**src/rtl/slf_gpio_axi_if.sv**
```systemverilog
// slf_gpio_axi_if: AXI4-Lite bus bundle for the
// slf_gpio_axi register block, master/slave views.
interface slf_gpio_axi_if #(
   parameter int ADDR_WIDTH = 24
);

   logic                  AXI_S_AWVALID;
   logic                  AXI_S_AWREADY;
   logic [ADDR_WIDTH-1:0] AXI_S_AWADDR;
   logic [2:0]            AXI_S_AWPROT;

   logic                  AXI_S_WVALID;
   logic                  AXI_S_WREADY;
   logic [31:0]           AXI_S_WDATA;
   logic [3:0]            AXI_S_WSTRB;

   logic                  AXI_S_BVALID;
   logic                  AXI_S_BREADY;
   logic [1:0]            AXI_S_BRESP;

   logic                  AXI_S_ARVALID;
   logic                  AXI_S_ARREADY;
   logic [ADDR_WIDTH-1:0] AXI_S_ARADDR;
   logic [2:0]            AXI_S_ARPROT;

   logic                  AXI_S_RVALID;
   logic                  AXI_S_RREADY;
   logic [31:0]           AXI_S_RDATA;
   logic [1:0]            AXI_S_RRESP;

   modport slave (
      input  AXI_S_AWVALID, AXI_S_AWADDR, AXI_S_AWPROT,
      input  AXI_S_WVALID, AXI_S_WDATA, AXI_S_WSTRB,
      input  AXI_S_BREADY,
      input  AXI_S_ARVALID, AXI_S_ARADDR, AXI_S_ARPROT,
      input  AXI_S_RREADY,
      output AXI_S_AWREADY, AXI_S_WREADY,
      output AXI_S_BVALID, AXI_S_BRESP,
      output AXI_S_ARREADY,
      output AXI_S_RVALID, AXI_S_RDATA, AXI_S_RRESP
   );

   modport master (
      output AXI_S_AWVALID, AXI_S_AWADDR, AXI_S_AWPROT,
      output AXI_S_WVALID, AXI_S_WDATA, AXI_S_WSTRB,
      output AXI_S_BREADY,
      output AXI_S_ARVALID, AXI_S_ARADDR, AXI_S_ARPROT,
      output AXI_S_RREADY,
      input  AXI_S_AWREADY, AXI_S_WREADY,
      input  AXI_S_BVALID, AXI_S_BRESP,
      input  AXI_S_ARREADY,
      input  AXI_S_RVALID, AXI_S_RDATA, AXI_S_RRESP
   );

endinterface

```
**src/rtl/slf_gpio_axi.sv**
```systemverilog
// slf_gpio_axi: AXI4-Lite GPIO block with LED outputs,
// synchronised inputs, edge-detect status and interrupt.
module slf_gpio_axi #(
   parameter int          ADDR_WIDTH = 24,
   parameter int          NUM_OUT    = 8,
   parameter int          NUM_IN     = 8,
   parameter logic [31:0] ID_VALUE   = 32'h534C_4701
) (
   input  logic               AXI_S_ACLK,
   input  logic               AXI_ARESETn,
   slf_gpio_axi_if.slave      axi,
   output logic               INTERRUPT,
   output logic [NUM_OUT-1:0] GPIO_OUT,
   input  logic [NUM_IN-1:0]  GPIO_IN
);

   localparam int WW = ADDR_WIDTH - 2;

   localparam logic [WW-1:0] A_OUT    = WW'(0);
   localparam logic [WW-1:0] A_IN     = WW'(1);
   localparam logic [WW-1:0] A_STATUS = WW'(2);
   localparam logic [WW-1:0] A_MASK   = WW'(3);
   localparam logic [WW-1:0] A_RISE   = WW'(4);
   localparam logic [WW-1:0] A_FALL   = WW'(5);
   localparam logic [WW-1:0] A_ID     = WW'(6);

   localparam logic [1:0] OKAY   = 2'b00;
   localparam logic [1:0] SLVERR = 2'b10;

   // write channel state
   logic        wr_ready;
   logic        wr_pend;
   logic        bvalid;
   logic [1:0]  bresp;
   logic        wr_acc;
   logic        wr_hit;
   logic [WW-1:0] aw_word;
   logic [31:0] bmask;

   // per-register write enables
   logic wr_out;
   logic wr_st;
   logic wr_mask;
   logic wr_rise;
   logic wr_fall;

   // read channel state
   logic        rd_ready;
   logic        rvalid;
   logic [1:0]  rresp;
   logic [31:0] rdata;
   logic        rd_acc;
   logic        rd_hit;
   logic [31:0] rd_val;
   logic [WW-1:0] ar_word;

   // registers
   logic [NUM_OUT-1:0] out_q;
   logic [NUM_IN-1:0]  status;
   logic [NUM_IN-1:0]  mask;
   logic [NUM_IN-1:0]  rise_en;
   logic [NUM_IN-1:0]  fall_en;
   logic [NUM_IN-1:0]  s1;
   logic [NUM_IN-1:0]  s2;
   logic [NUM_IN-1:0]  s3;
   logic [NUM_IN-1:0]  ev;
   logic [NUM_IN-1:0]  st_clr;
   logic               irq;

   logic unused_bits;

   function automatic logic [31:0] lane_merge(
      input logic [31:0] cur,
      input logic [31:0] d,
      input logic [31:0] m
   );
      return (cur & ~m) | (d & m);
   endfunction

   assign unused_bits = ^{axi.AXI_S_AWPROT,
                          axi.AXI_S_ARPROT,
                          axi.AXI_S_AWADDR[1:0],
                          axi.AXI_S_ARADDR[1:0]};

   assign aw_word = axi.AXI_S_AWADDR[ADDR_WIDTH-1:2];
   assign ar_word = axi.AXI_S_ARADDR[ADDR_WIDTH-1:2];

   assign wr_acc = wr_ready & axi.AXI_S_AWVALID
                 & axi.AXI_S_WVALID;
   assign rd_acc = rd_ready & axi.AXI_S_ARVALID;

   assign bmask = {{8{axi.AXI_S_WSTRB[3]}},
                   {8{axi.AXI_S_WSTRB[2]}},
                   {8{axi.AXI_S_WSTRB[1]}},
                   {8{axi.AXI_S_WSTRB[0]}}};

   assign axi.AXI_S_AWREADY = wr_ready;
   assign axi.AXI_S_WREADY  = wr_ready;
   assign axi.AXI_S_BVALID  = bvalid;
   assign axi.AXI_S_BRESP   = bresp;
   assign axi.AXI_S_ARREADY = rd_ready;
   assign axi.AXI_S_RVALID  = rvalid;
   assign axi.AXI_S_RDATA   = rdata;
   assign axi.AXI_S_RRESP   = rresp;

   assign GPIO_OUT  = out_q;
   assign INTERRUPT = irq;

   // write address decode; RO offsets hit but enable nothing
   always_comb begin
      wr_hit  = 1'b1;
      wr_out  = 1'b0;
      wr_st   = 1'b0;
      wr_mask = 1'b0;
      wr_rise = 1'b0;
      wr_fall = 1'b0;
      case (aw_word)
         A_OUT:    wr_out  = wr_acc;
         A_STATUS: wr_st   = wr_acc;
         A_MASK:   wr_mask = wr_acc;
         A_RISE:   wr_rise = wr_acc;
         A_FALL:   wr_fall = wr_acc;
         A_IN,
         A_ID:     wr_hit  = 1'b1;
         default:  wr_hit  = 1'b0;
      endcase
   end

   // read address decode and zero-extended read mux
   always_comb begin
      rd_hit = 1'b1;
      rd_val = '0;
      case (ar_word)
         A_OUT:    rd_val = 32'(out_q);
         A_IN:     rd_val = 32'(s2);
         A_STATUS: rd_val = 32'(status);
         A_MASK:   rd_val = 32'(mask);
         A_RISE:   rd_val = 32'(rise_en);
         A_FALL:   rd_val = 32'(fall_en);
         A_ID:     rd_val = ID_VALUE;
         default:  rd_hit = 1'b0;
      endcase
   end

   // write handshake: ready pulse, accept, response one edge later
   always_ff @(posedge AXI_S_ACLK or negedge AXI_ARESETn) begin
      if (!AXI_ARESETn) begin
         wr_ready <= 1'b0;
         wr_pend  <= 1'b0;
         bvalid   <= 1'b0;
         bresp    <= OKAY;
      end else begin
         wr_ready <= ~wr_ready & ~wr_pend & ~bvalid
                   & axi.AXI_S_AWVALID & axi.AXI_S_WVALID;
         wr_pend  <= wr_acc;
         if (wr_acc) begin
            bresp <= wr_hit ? OKAY : SLVERR;
         end
         if (wr_pend) begin
            bvalid <= 1'b1;
         end else if (bvalid && axi.AXI_S_BREADY) begin
            bvalid <= 1'b0;
         end
      end
   end

   // read handshake: ready pulse, data captured on the accept edge
   always_ff @(posedge AXI_S_ACLK or negedge AXI_ARESETn) begin
      if (!AXI_ARESETn) begin
         rd_ready <= 1'b0;
         rvalid   <= 1'b0;
         rdata    <= '0;
         rresp    <= OKAY;
      end else begin
         rd_ready <= ~rd_ready & ~rvalid & axi.AXI_S_ARVALID;
         if (rd_acc) begin
            rvalid <= 1'b1;
            rdata  <= rd_val;
            rresp  <= rd_hit ? OKAY : SLVERR;
         end else if (rvalid && axi.AXI_S_RREADY) begin
            rvalid <= 1'b0;
         end
      end
   end

   // input synchroniser plus history flop for edge detect
   always_ff @(posedge AXI_S_ACLK or negedge AXI_ARESETn) begin
      if (!AXI_ARESETn) begin
         s1 <= '0;
         s2 <= '0;
         s3 <= '0;
      end else begin
         s1 <= GPIO_IN;
         s2 <= s1;
         s3 <= s2;
      end
   end

   // RW registers with per-lane strobes, truncated to width
   always_ff @(posedge AXI_S_ACLK or negedge AXI_ARESETn) begin
      if (!AXI_ARESETn) begin
         out_q   <= '0;
         mask    <= '0;
         rise_en <= '0;
         fall_en <= '0;
      end else begin
         if (wr_out) begin
            out_q <= NUM_OUT'(lane_merge(32'(out_q),
                                         axi.AXI_S_WDATA, bmask));
         end
         if (wr_mask) begin
            mask <= NUM_IN'(lane_merge(32'(mask),
                                       axi.AXI_S_WDATA, bmask));
         end
         if (wr_rise) begin
            rise_en <= NUM_IN'(lane_merge(32'(rise_en),
                                          axi.AXI_S_WDATA, bmask));
         end
         if (wr_fall) begin
            fall_en <= NUM_IN'(lane_merge(32'(fall_en),
                                          axi.AXI_S_WDATA, bmask));
         end
      end
   end

   assign ev = (s2 & ~s3 & rise_en) | (~s2 & s3 & fall_en);

   assign st_clr = wr_st ? NUM_IN'(axi.AXI_S_WDATA & bmask)
                         : '0;

   // sticky status: W1C clear, a same-edge set event wins
   always_ff @(posedge AXI_S_ACLK or negedge AXI_ARESETn) begin
      if (!AXI_ARESETn) begin
         status <= '0;
      end else begin
         status <= (status & ~st_clr) | ev;
      end
   end

   // interrupt follows current status and mask one edge later
   always_ff @(posedge AXI_S_ACLK or negedge AXI_ARESETn) begin
      if (!AXI_ARESETn) begin
         irq <= 1'b0;
      end else begin
         irq <= |(status & mask);
      end
   end

endmodule
```
**src/flat_wrapper.sv**
```systemverilog
// flat-port wrapper written by rule: the top's interface ports become plain ports
module slf_gpio_axi_flat 
#(
   parameter int          ADDR_WIDTH = 24,
   parameter int          NUM_OUT    = 8,
   parameter int          NUM_IN     = 8,
   parameter logic [31:0] ID_VALUE   = 32'h534C_4701
)
  (AXI_S_ACLK, AXI_ARESETn, INTERRUPT, GPIO_OUT, GPIO_IN, axi_AXI_S_AWVALID, axi_AXI_S_AWADDR, axi_AXI_S_AWPROT, axi_AXI_S_WVALID, axi_AXI_S_WDATA, axi_AXI_S_WSTRB, axi_AXI_S_BREADY, axi_AXI_S_ARVALID, axi_AXI_S_ARADDR, axi_AXI_S_ARPROT, axi_AXI_S_RREADY, axi_AXI_S_AWREADY, axi_AXI_S_WREADY, axi_AXI_S_BVALID, axi_AXI_S_BRESP, axi_AXI_S_ARREADY, axi_AXI_S_RVALID, axi_AXI_S_RDATA, axi_AXI_S_RRESP);
  slf_gpio_axi_if #(.ADDR_WIDTH(ADDR_WIDTH)) axi_i ();
  input  logic AXI_S_ACLK;
  input  logic AXI_ARESETn;
  output logic INTERRUPT;
  output logic [NUM_OUT-1:0] GPIO_OUT;
  input  logic [NUM_IN-1:0] GPIO_IN;
  input wire logic [$bits(axi_i.AXI_S_AWVALID)-1:0] axi_AXI_S_AWVALID;
  input wire logic [$bits(axi_i.AXI_S_AWADDR)-1:0] axi_AXI_S_AWADDR;
  input wire logic [$bits(axi_i.AXI_S_AWPROT)-1:0] axi_AXI_S_AWPROT;
  input wire logic [$bits(axi_i.AXI_S_WVALID)-1:0] axi_AXI_S_WVALID;
  input wire logic [$bits(axi_i.AXI_S_WDATA)-1:0] axi_AXI_S_WDATA;
  input wire logic [$bits(axi_i.AXI_S_WSTRB)-1:0] axi_AXI_S_WSTRB;
  input wire logic [$bits(axi_i.AXI_S_BREADY)-1:0] axi_AXI_S_BREADY;
  input wire logic [$bits(axi_i.AXI_S_ARVALID)-1:0] axi_AXI_S_ARVALID;
  input wire logic [$bits(axi_i.AXI_S_ARADDR)-1:0] axi_AXI_S_ARADDR;
  input wire logic [$bits(axi_i.AXI_S_ARPROT)-1:0] axi_AXI_S_ARPROT;
  input wire logic [$bits(axi_i.AXI_S_RREADY)-1:0] axi_AXI_S_RREADY;
  output wire logic [$bits(axi_i.AXI_S_AWREADY)-1:0] axi_AXI_S_AWREADY;
  output wire logic [$bits(axi_i.AXI_S_WREADY)-1:0] axi_AXI_S_WREADY;
  output wire logic [$bits(axi_i.AXI_S_BVALID)-1:0] axi_AXI_S_BVALID;
  output wire logic [$bits(axi_i.AXI_S_BRESP)-1:0] axi_AXI_S_BRESP;
  output wire logic [$bits(axi_i.AXI_S_ARREADY)-1:0] axi_AXI_S_ARREADY;
  output wire logic [$bits(axi_i.AXI_S_RVALID)-1:0] axi_AXI_S_RVALID;
  output wire logic [$bits(axi_i.AXI_S_RDATA)-1:0] axi_AXI_S_RDATA;
  output wire logic [$bits(axi_i.AXI_S_RRESP)-1:0] axi_AXI_S_RRESP;
  assign axi_i.AXI_S_AWVALID = axi_AXI_S_AWVALID;
  assign axi_i.AXI_S_AWADDR = axi_AXI_S_AWADDR;
  assign axi_i.AXI_S_AWPROT = axi_AXI_S_AWPROT;
  assign axi_i.AXI_S_WVALID = axi_AXI_S_WVALID;
  assign axi_i.AXI_S_WDATA = axi_AXI_S_WDATA;
  assign axi_i.AXI_S_WSTRB = axi_AXI_S_WSTRB;
  assign axi_i.AXI_S_BREADY = axi_AXI_S_BREADY;
  assign axi_i.AXI_S_ARVALID = axi_AXI_S_ARVALID;
  assign axi_i.AXI_S_ARADDR = axi_AXI_S_ARADDR;
  assign axi_i.AXI_S_ARPROT = axi_AXI_S_ARPROT;
  assign axi_i.AXI_S_RREADY = axi_AXI_S_RREADY;
  assign axi_AXI_S_AWREADY = axi_i.AXI_S_AWREADY;
  assign axi_AXI_S_WREADY = axi_i.AXI_S_WREADY;
  assign axi_AXI_S_BVALID = axi_i.AXI_S_BVALID;
  assign axi_AXI_S_BRESP = axi_i.AXI_S_BRESP;
  assign axi_AXI_S_ARREADY = axi_i.AXI_S_ARREADY;
  assign axi_AXI_S_RVALID = axi_i.AXI_S_RVALID;
  assign axi_AXI_S_RDATA = axi_i.AXI_S_RDATA;
  assign axi_AXI_S_RRESP = axi_i.AXI_S_RRESP;
  slf_gpio_axi #(.ADDR_WIDTH(ADDR_WIDTH), .NUM_OUT(NUM_OUT), .NUM_IN(NUM_IN), .ID_VALUE(ID_VALUE)) u_core (.AXI_S_ACLK(AXI_S_ACLK), .AXI_ARESETn(AXI_ARESETn), .axi(axi_i), .INTERRUPT(INTERRUPT), .GPIO_OUT(GPIO_OUT), .GPIO_IN(GPIO_IN));
endmodule
```
**config.mk**
```make
export PLATFORM = sky130hd
export DESIGN_NAME = slf_gpio_axi_flat
export DESIGN_NICKNAME = d
export VERILOG_FILES = /design/src/rtl/slf_gpio_axi_if.sv /design/src/rtl/slf_gpio_axi.sv /design/src/flat_wrapper.sv
export SDC_FILE = /design/constraint.sdc
export NUM_CORES = 1
export LEC_CHECK = 0
export BUFFER_PORTS_ARGS = -buffer_cell sky130_fd_sc_hd__buf_2
export CAP_MARGIN = 20
export CORE_UTILIZATION = 25
export CTS_CLUSTER_SIZE = 40
export DETAILED_ROUTE_END_ITERATION = 12
export GPL_ROUTABILITY_DRIVEN = 0
export PLACE_DENSITY = 0.53
export SYNTH_ARGS = -nofsm -noshare
export SYNTH_HDL_FRONTEND = slang
export SYNTH_SLANG_ARGS = --single-unit
export TNS_END_PERCENT = 100
```
**constraint.sdc**
```tcl
create_clock -name AXI_S_ACLK -period 1.49 [get_ports AXI_S_ACLK]
set_input_delay 0.298 -clock AXI_S_ACLK [delete_from_list [all_inputs] [get_ports AXI_S_ACLK]]
set_output_delay 0.298 -clock AXI_S_ACLK [all_outputs]
set_load 0.05 [all_outputs]
```
==> results.cfg, run 1 <==
[status]
outcome = complete, but fails checks
violations = negative setup slack

[power]
vdd_drop_max_v = 0.000512
p_int_mw = 3.58
sw_frac_of_total_pct = 25.3
sequentialPowerShare_pct = 47.6
leakagePower_nw = 2.53
power_frac_comb_pct = 10.0
p_sw_mw = 1.21
clkPwrFrac_pct = 42.4
p_total_mw = 4.79
powerDensity_mw_per_mm2 = 966

[timing]
period_share_pct = 108
rsz0062_at_grt = true
skew_ns = 0.00378
min_period_ns = 1.60
fmax_ghz = 0.624
finalSetupViolCount = 32
holdWs_ns = 0.0653
hold_viol = 0
final.setup.worst_slack_ns = -0.114
slew_violations = 0

[finish]
nets = 531
fillers = 1537
design_area_mm2 = 0.00496
regArea_mm2 = 0.00203
multiInputGateArea_mm2 = 0.00165
syn2layout_area_growth_pct = 27.7
post-route-util_pct = 32.6
post_route_cells_drive_above_1_share_pct = 44.1
antennaDiodeCount = 0

[run]
drv_cap = 0

[synthesis]
synth_ff_type = dfrtp_1
synth-edff-count = 0
postSynthCellCount = 313
synthMuxAreaShare_pct = 17.2
synth_compound_area_share_pct = 7.19
synth.cell_area_mm2 = 0.00388
ys_warn_count = 0
synth_adder_area_share_pct = 0
ys_types = 42
yosysSeqAreaShare_pct = 52.2
ys_async_sr_fraction_pct = 100
yosys_register_bits = 81
synth_top_family_by_area = multiplexers
syn_avg_cell_area_um2 = 12.4
yosys.area_share.simple_pct = 15.9
synth_xor_area_share_pct = 0

[worst_setup_path]
path_cells = and3_4 > nand4_1 > or3_1 > buf_6 > mux2_4
cp_top_family = simple AND/OR/NAND/NOR gates
setup.worst_path.start = u_core.axi.AXI_S_AWREADY$_DFF_PN0_
r2r_slack_ns = -0.11
crit_cells = 5
crit_slowest_cell = or3_1
worstPathBufferInverterCount = 1
crit_path_start_kind = flip-flop
reg2regPathDepth = 5
cp.arrival_ns = 1.83
crit_fanout = 8
rr_startpoint = u_core.axi.AXI_S_AWREADY$_DFF_PN0_
max_stage_delay_ns = 0.39
critPathCaptureType = flip-flop
crit_type = flip-flop to flip-flop
cp.required_ns = 1.71

[floorplan]
die-area_mm2 = 0.0160
core_mm2 = 0.0152
initial_core_util_pct = 25.5
boundaryPins = 155
rows = 45
die_h_um = 127
die_x_um = 127

[drt]
via_per_inst = 4.57
first_pass_iters = 4
drc = 0
detail_route.wl_per_cell_um = 15.2
dr_total_vias = 2827
routed_wl_mm = 9.40
final_antenna_net_count = 0
first_iter_violations = 84

[global_route]
grt.total_usage_pct = 12.5
grt_pass1_wl_mm = 15.4
grt_overflow = 0
grt_max_degree = 42
grt_pass1_vias = 2980
grt_antenna_before_repair = 0

[cts]
clk-insertion-delay-late_ns = 0.34
numCtsBuffers = 9
clock-sinks = 81
clk_path_buf_depth = 2
cts-root-buf = clkbuf_16
clk_pin_slew_ns = 0.06
ctsHtreeMaxLevel = 3
cts_tree = built

[min_path]
hp-start = GPIO_IN[3]
hp-class = primary input to flip-flop

[place]
port_buffers = 102
hpwl_mm = 7.01
placed_area_mm2 = 0.00464
## placed cells by master, fill, tap and decap left out, drive strengths merged
| cell type | n |
|---|---|
| o21ai | 9 |
| clkinv | 4 |
| and3 | 10 |
| nand4 | 3 |
| clkinvlp | 1 |
| nor2b | 6 |
| nand3b | 18 |
| a21oi | 6 |
| a221oi | 1 |
| a311oi | 1 |
| o22ai | 4 |
| dfrtp | 81 |
| nand2 | 20 |
| nor3b | 2 |
| or4 | 1 |
| nor2 | 8 |
| mux2i | 13 |
| buf | 125 |
| a32o | 1 |
| nand3 | 5 |
| clkbuf | 12 |
| a21o | 1 |
| inv | 2 |
| dlygate4sd3 | 1 |
| mux2 | 35 |
| nor4 | 9 |
| nand2b | 3 |
| a22oi | 4 |
| or3 | 4 |
| a211o | 2 |
| nor4bb | 4 |
| a22o | 3 |
| a2bb2oi | 8 |
| conb | 15 |
| mux4 | 1 |
| nor3 | 8 |
## power by group through the flow
stage	Clock (mW)	Combinational (mW)	Sequential, mW
5_1_grt	2.20	0.523	2.28
6_report	2.03	0.481	2.28
3_3_place_gp	0	0.475	2.32
4_1_cts	2.11	0.490	2.28
3_5_place_dp	0	0.485	2.32
2_1_floorplan	0	0.227	2.36
## cell type report
type / count / area share, %
Sequential cell: 81 / 41.0
Multi-Input combinational cell: 205 / 33.4
Timing Repair Buffer: 127 / 15.2
Clock buffer: 11 / 4.90
Tap cell: 188 / 4.75
Clock inverter: 5 / 0.631
Inverter: 2 / 0.151
## metal layers
metal  share of wire [%]  GRT usage, %  routed length (µm)
met2                  47          20.7                4430
met1                  47          15.7                4400
met5                   0             0                   0
met3                 5.2          3.75                 485
met4                0.88          3.40                  83
## Yosys cell counts (5+ instances only)
cell       count  area, µm²
dfrtp_1       81       2030
and3_1        10       62.6
nand3b_1      18        135
clkbuf_1       5       18.8
nor4_1         7       43.8
nor2_1         8       30.0
mux2i_1       13        130
nor3_1         7       35.0
mux2_4        32        480
o21ai_1        8       40.0
buf_4         26        195
nand2_1       20       75.1
a21oi_1        6       30.0
nor2b_1        6       37.5
a2bb2oi_1      8       70.1
## worst min path at each step
stage                              to  depth (start not counted)
4_1_cts        u_core.s1[3]$_DFF_PN0_                          1
2_1_floorplan               async pin                          0
3_5_place_dp   u_core.s1[6]$_DFF_PN0_                          1
6_report       u_core.s1[3]$_DFF_PN0_                          1
5_1_grt        u_core.s1[1]$_DFF_PN0_                          1
3_3_place_gp   u_core.s1[6]$_DFF_PN0_                          1
## cell families after synthesis
| kind of cell | count (synthesis) |
|---|---|
| AOI/OAI and AO/OA | 40 |
| buffers and inverters | 41 |
| DFF | 81 |
| muxes | 49 |
| other | 1 |
| and+or+nand+nor | 101 |
## metrics by stage
step                worst slack [ns]  instances  setup TNS, ns
detailed placement            -0.390        603         -15.75
global route                  -0.156        619          -3.82
finish                        -0.114        619          -1.96
CTS                          -0.0833        620          -1.88
floorplan                     -0.301        327          -9.31
global placement              -0.367        603         -14.81
## repair_timing
action                                 CTS  global route
setup buffers                            0             0
pin swaps                                1             3
hold buffers                             1             0
setup endpoints to repair               38            44
endpoints found under the hold margin   12             0
resized for setup                        7             4
Note: power is estimated with default switching activity, not from simulation.
==> run 2, diff against run 1 <==
--- a/config.mk
+++ b/config.mk
@@ -7,10 +7,12 @@
 export LEC_CHECK = 0
 export BUFFER_PORTS_ARGS = -buffer_cell sky130_fd_sc_hd__buf_2
 export CAP_MARGIN = 20
+export CORE_ASPECT_RATIO = 0.6
 export CORE_UTILIZATION = 25
 export CTS_CLUSTER_SIZE = 40
 export DETAILED_ROUTE_END_ITERATION = 12
 export GPL_ROUTABILITY_DRIVEN = 0
+export GPL_TIMING_DRIVEN = 0
 export PLACE_DENSITY = 0.53
 export SYNTH_ARGS = -nofsm -noshare
 export SYNTH_HDL_FRONTEND = slang
==> run 2 against run 1 <==
The run still ends with negative setup slack left. Cell count rose by 4.8%. Sequential power hardly changed. First-iteration DRC count is 54% higher. Sequential share of layout area fell by 2.1 points. Die area increased by 0.10%. Combinational power up 4%. Non-clock buffer count up 20. Register-to-register slack worse by 0.03 ns. Utilization rose by 2.7 points. Largest power group unchanged.
==> results.cfg, run 2 (synthesized netlist as in run 1, its figures left out) <==
[cts]
clk_pin_slew_ns = 0.06
clk_path_buf_depth = 2
cts_tree = built
ctsHtreeMaxLevel = 3
cts-root-buf = clkbuf_16
clock-sinks = 81
clk-insertion-delay-late_ns = 0.34
numCtsBuffers = 9

[timing]
skew_ns = 0.00471
period_share_pct = 110
finalSetupViolCount = 32
tightest_slew_ns = 0.589
min_period_ns = 1.63
final.setup.worst_slack_ns = -0.145
rsz0062_at_grt = true
slew_violations = 0
slew_headroom_pct = 60.8
final.setup.tns_ns = -3.63
hold_viol = 0
fmax_ghz = 0.612

[floorplan]
rows = 34
die-area_mm2 = 0.0160
initial_core_util_pct = 26.2
core_mm2 = 0.0148
die_x_um = 163
boundaryPins = 155
die_h_um = 98.5

[global_route]
grt_pass1_wl_mm = 15.8
grt_overflow = 0
grt_max_degree = 57
grt_antenna_before_repair = 0
grt_pass1_vias = 2885
grt.total_usage_pct = 13.0

[min_path]
hp-class = primary input to flip-flop
hold_depth = 1

[worst_setup_path]
crit_type = flip-flop to flip-flop
worstPathBufferInverterCount = 1
cp_top_family = simple AND/OR/NAND/NOR gates
crit_cells = 5
reg2regPathDepth = 5
crit_fanout = 8
crit_path_start_kind = flip-flop
cp.arrival_ns = 1.85
cp.required_ns = 1.71
crit_slowest_cell = or3_4
critPathCaptureType = flip-flop
max_stage_delay_ns = 0.40
path_cells = and3_4 > nand3_2 > or3_4 > buf_12 > mux2_4

[finish]
post_route_cells_drive_above_1_share_pct = 46.3
syn2layout_area_growth_pct = 34.6
layout_commonest_cell = buf_2
layout_common_cells = 92 x buf_2, 78 x dfrtp_1, 33 x buf_4
layoutNonFillerInstCount = 649
antennaDiodeCount = 0
nets = 551

[power]
leakagePower_nw = 2.67
vdd_drop_max_v = 0.000451
powerDensity_mw_per_mm2 = 951

[drt]
routed_wl_mm = 9.98
first_iter_violations = 129
drc = 0
via_per_inst = 4.47
first_pass_iters = 4
detail_route.wl_per_cell_um = 15.4
dr_total_vias = 2899
final_antenna_net_count = 0

[status]
violations = negative setup slack
outcome = complete, but fails checks

[run]
drv_cap = 0

[place]
port_buffers = 102
hpwl_mm = 7.20
dp.cells = 628
## run 2: worst register-to-register path: cells and delay by family (launching register included)
kind / cells / cell delay (ns)
buffers and inverters: 1 / 0.16
AND/OR/NAND/NOR: 3 / 0.69
flip-flops: 1 / 0.36
multiplexers: 1 / 0.30
## run 2: repair_timing
item                                    CTS  global route
setup buffers                             5             2
pin swaps                                 1             5
endpoints found under the setup margin   57            48
hold buffers                              1             0
gates resized for setup                  26            20
hold endpoints to repair                 25             0
## run 2: area by class of cell
| class | instances | area [µm²] |
|---|---|---|
| fill | 1498 | 9580 |
| sequential | 81 | 2030 |
| multi-input combinational | 205 | 1660 |
| timing repair buffer | 111 | 692 |
| buffer | 36 | 293 |
| tap | 198 | 248 |
| clock buffer | 11 | 233 |
| clock inverter | 5 | 56.3 |
| inverter | 2 | 7.51 |
## run 2: worst paths after layout
check	start	to	slack (ns)
max	u_core.axi.AXI_S_AWREADY$_DFF_PN0_	flip-flop	-0.14
min	GPIO_IN[2]	u_core.s1[2]$_DFF_PN0_	0.06
max reg2reg	u_core.axi.AXI_S_AWREADY$_DFF_PN0_	flip-flop	-0.14
min reg2reg	u_core.s1[2]$_DFF_PN0_	u_core.s2[2]$_DFF_PN0_	0.35
max in group asynchronous	AXI_ARESETn	u_core.axi.AXI_S_RDATA[28]$_DFFE_PN0P_	0.46
min in group asynchronous	AXI_ARESETn	u_core.s1[6]$_DFF_PN0_	0.41
## run 2: per-stage QoR
stage / instance area, µm² / hold slack (ns) / setup WS, ns / util [%] / total power, mW
global route: 5220 / 0.0482 / -0.235 / 35.3 / 5.15
global placement: 4710 / 0.334 / -0.728 / 31.8 / 2.80
floorplan: 3960 / 0.00241 / -0.301 / - / 2.59
CTS: 5160 / 0.0497 / -0.166 / 34.9 / 5.02
finish: 5220 / 0.0618 / -0.145 / 35.3 / 4.97
detailed placement: 4740 / 0.247 / -0.521 / 32.0 / 2.81
## run 2: report_power, final
| group | internal [mW] | total [mW] | switching, mW |
|---|---|---|---|
| combinational | 0.177 | 0.500 | 0.323 |
| clock | 1.30 | 2.19 | 0.893 |
| sequential | 2.25 | 2.28 | 0.0301 |
| total | 3.72 | 4.97 | 1.25 |
## run 2: metal layers
metal | GRT usage (%) | share of wire (%)
met2 | 18.6 | 41
met5 | 0 | 0
met1 | 19.1 | 52
met3 | 3.66 | 6.0
met4 | 3.02 | 0.86
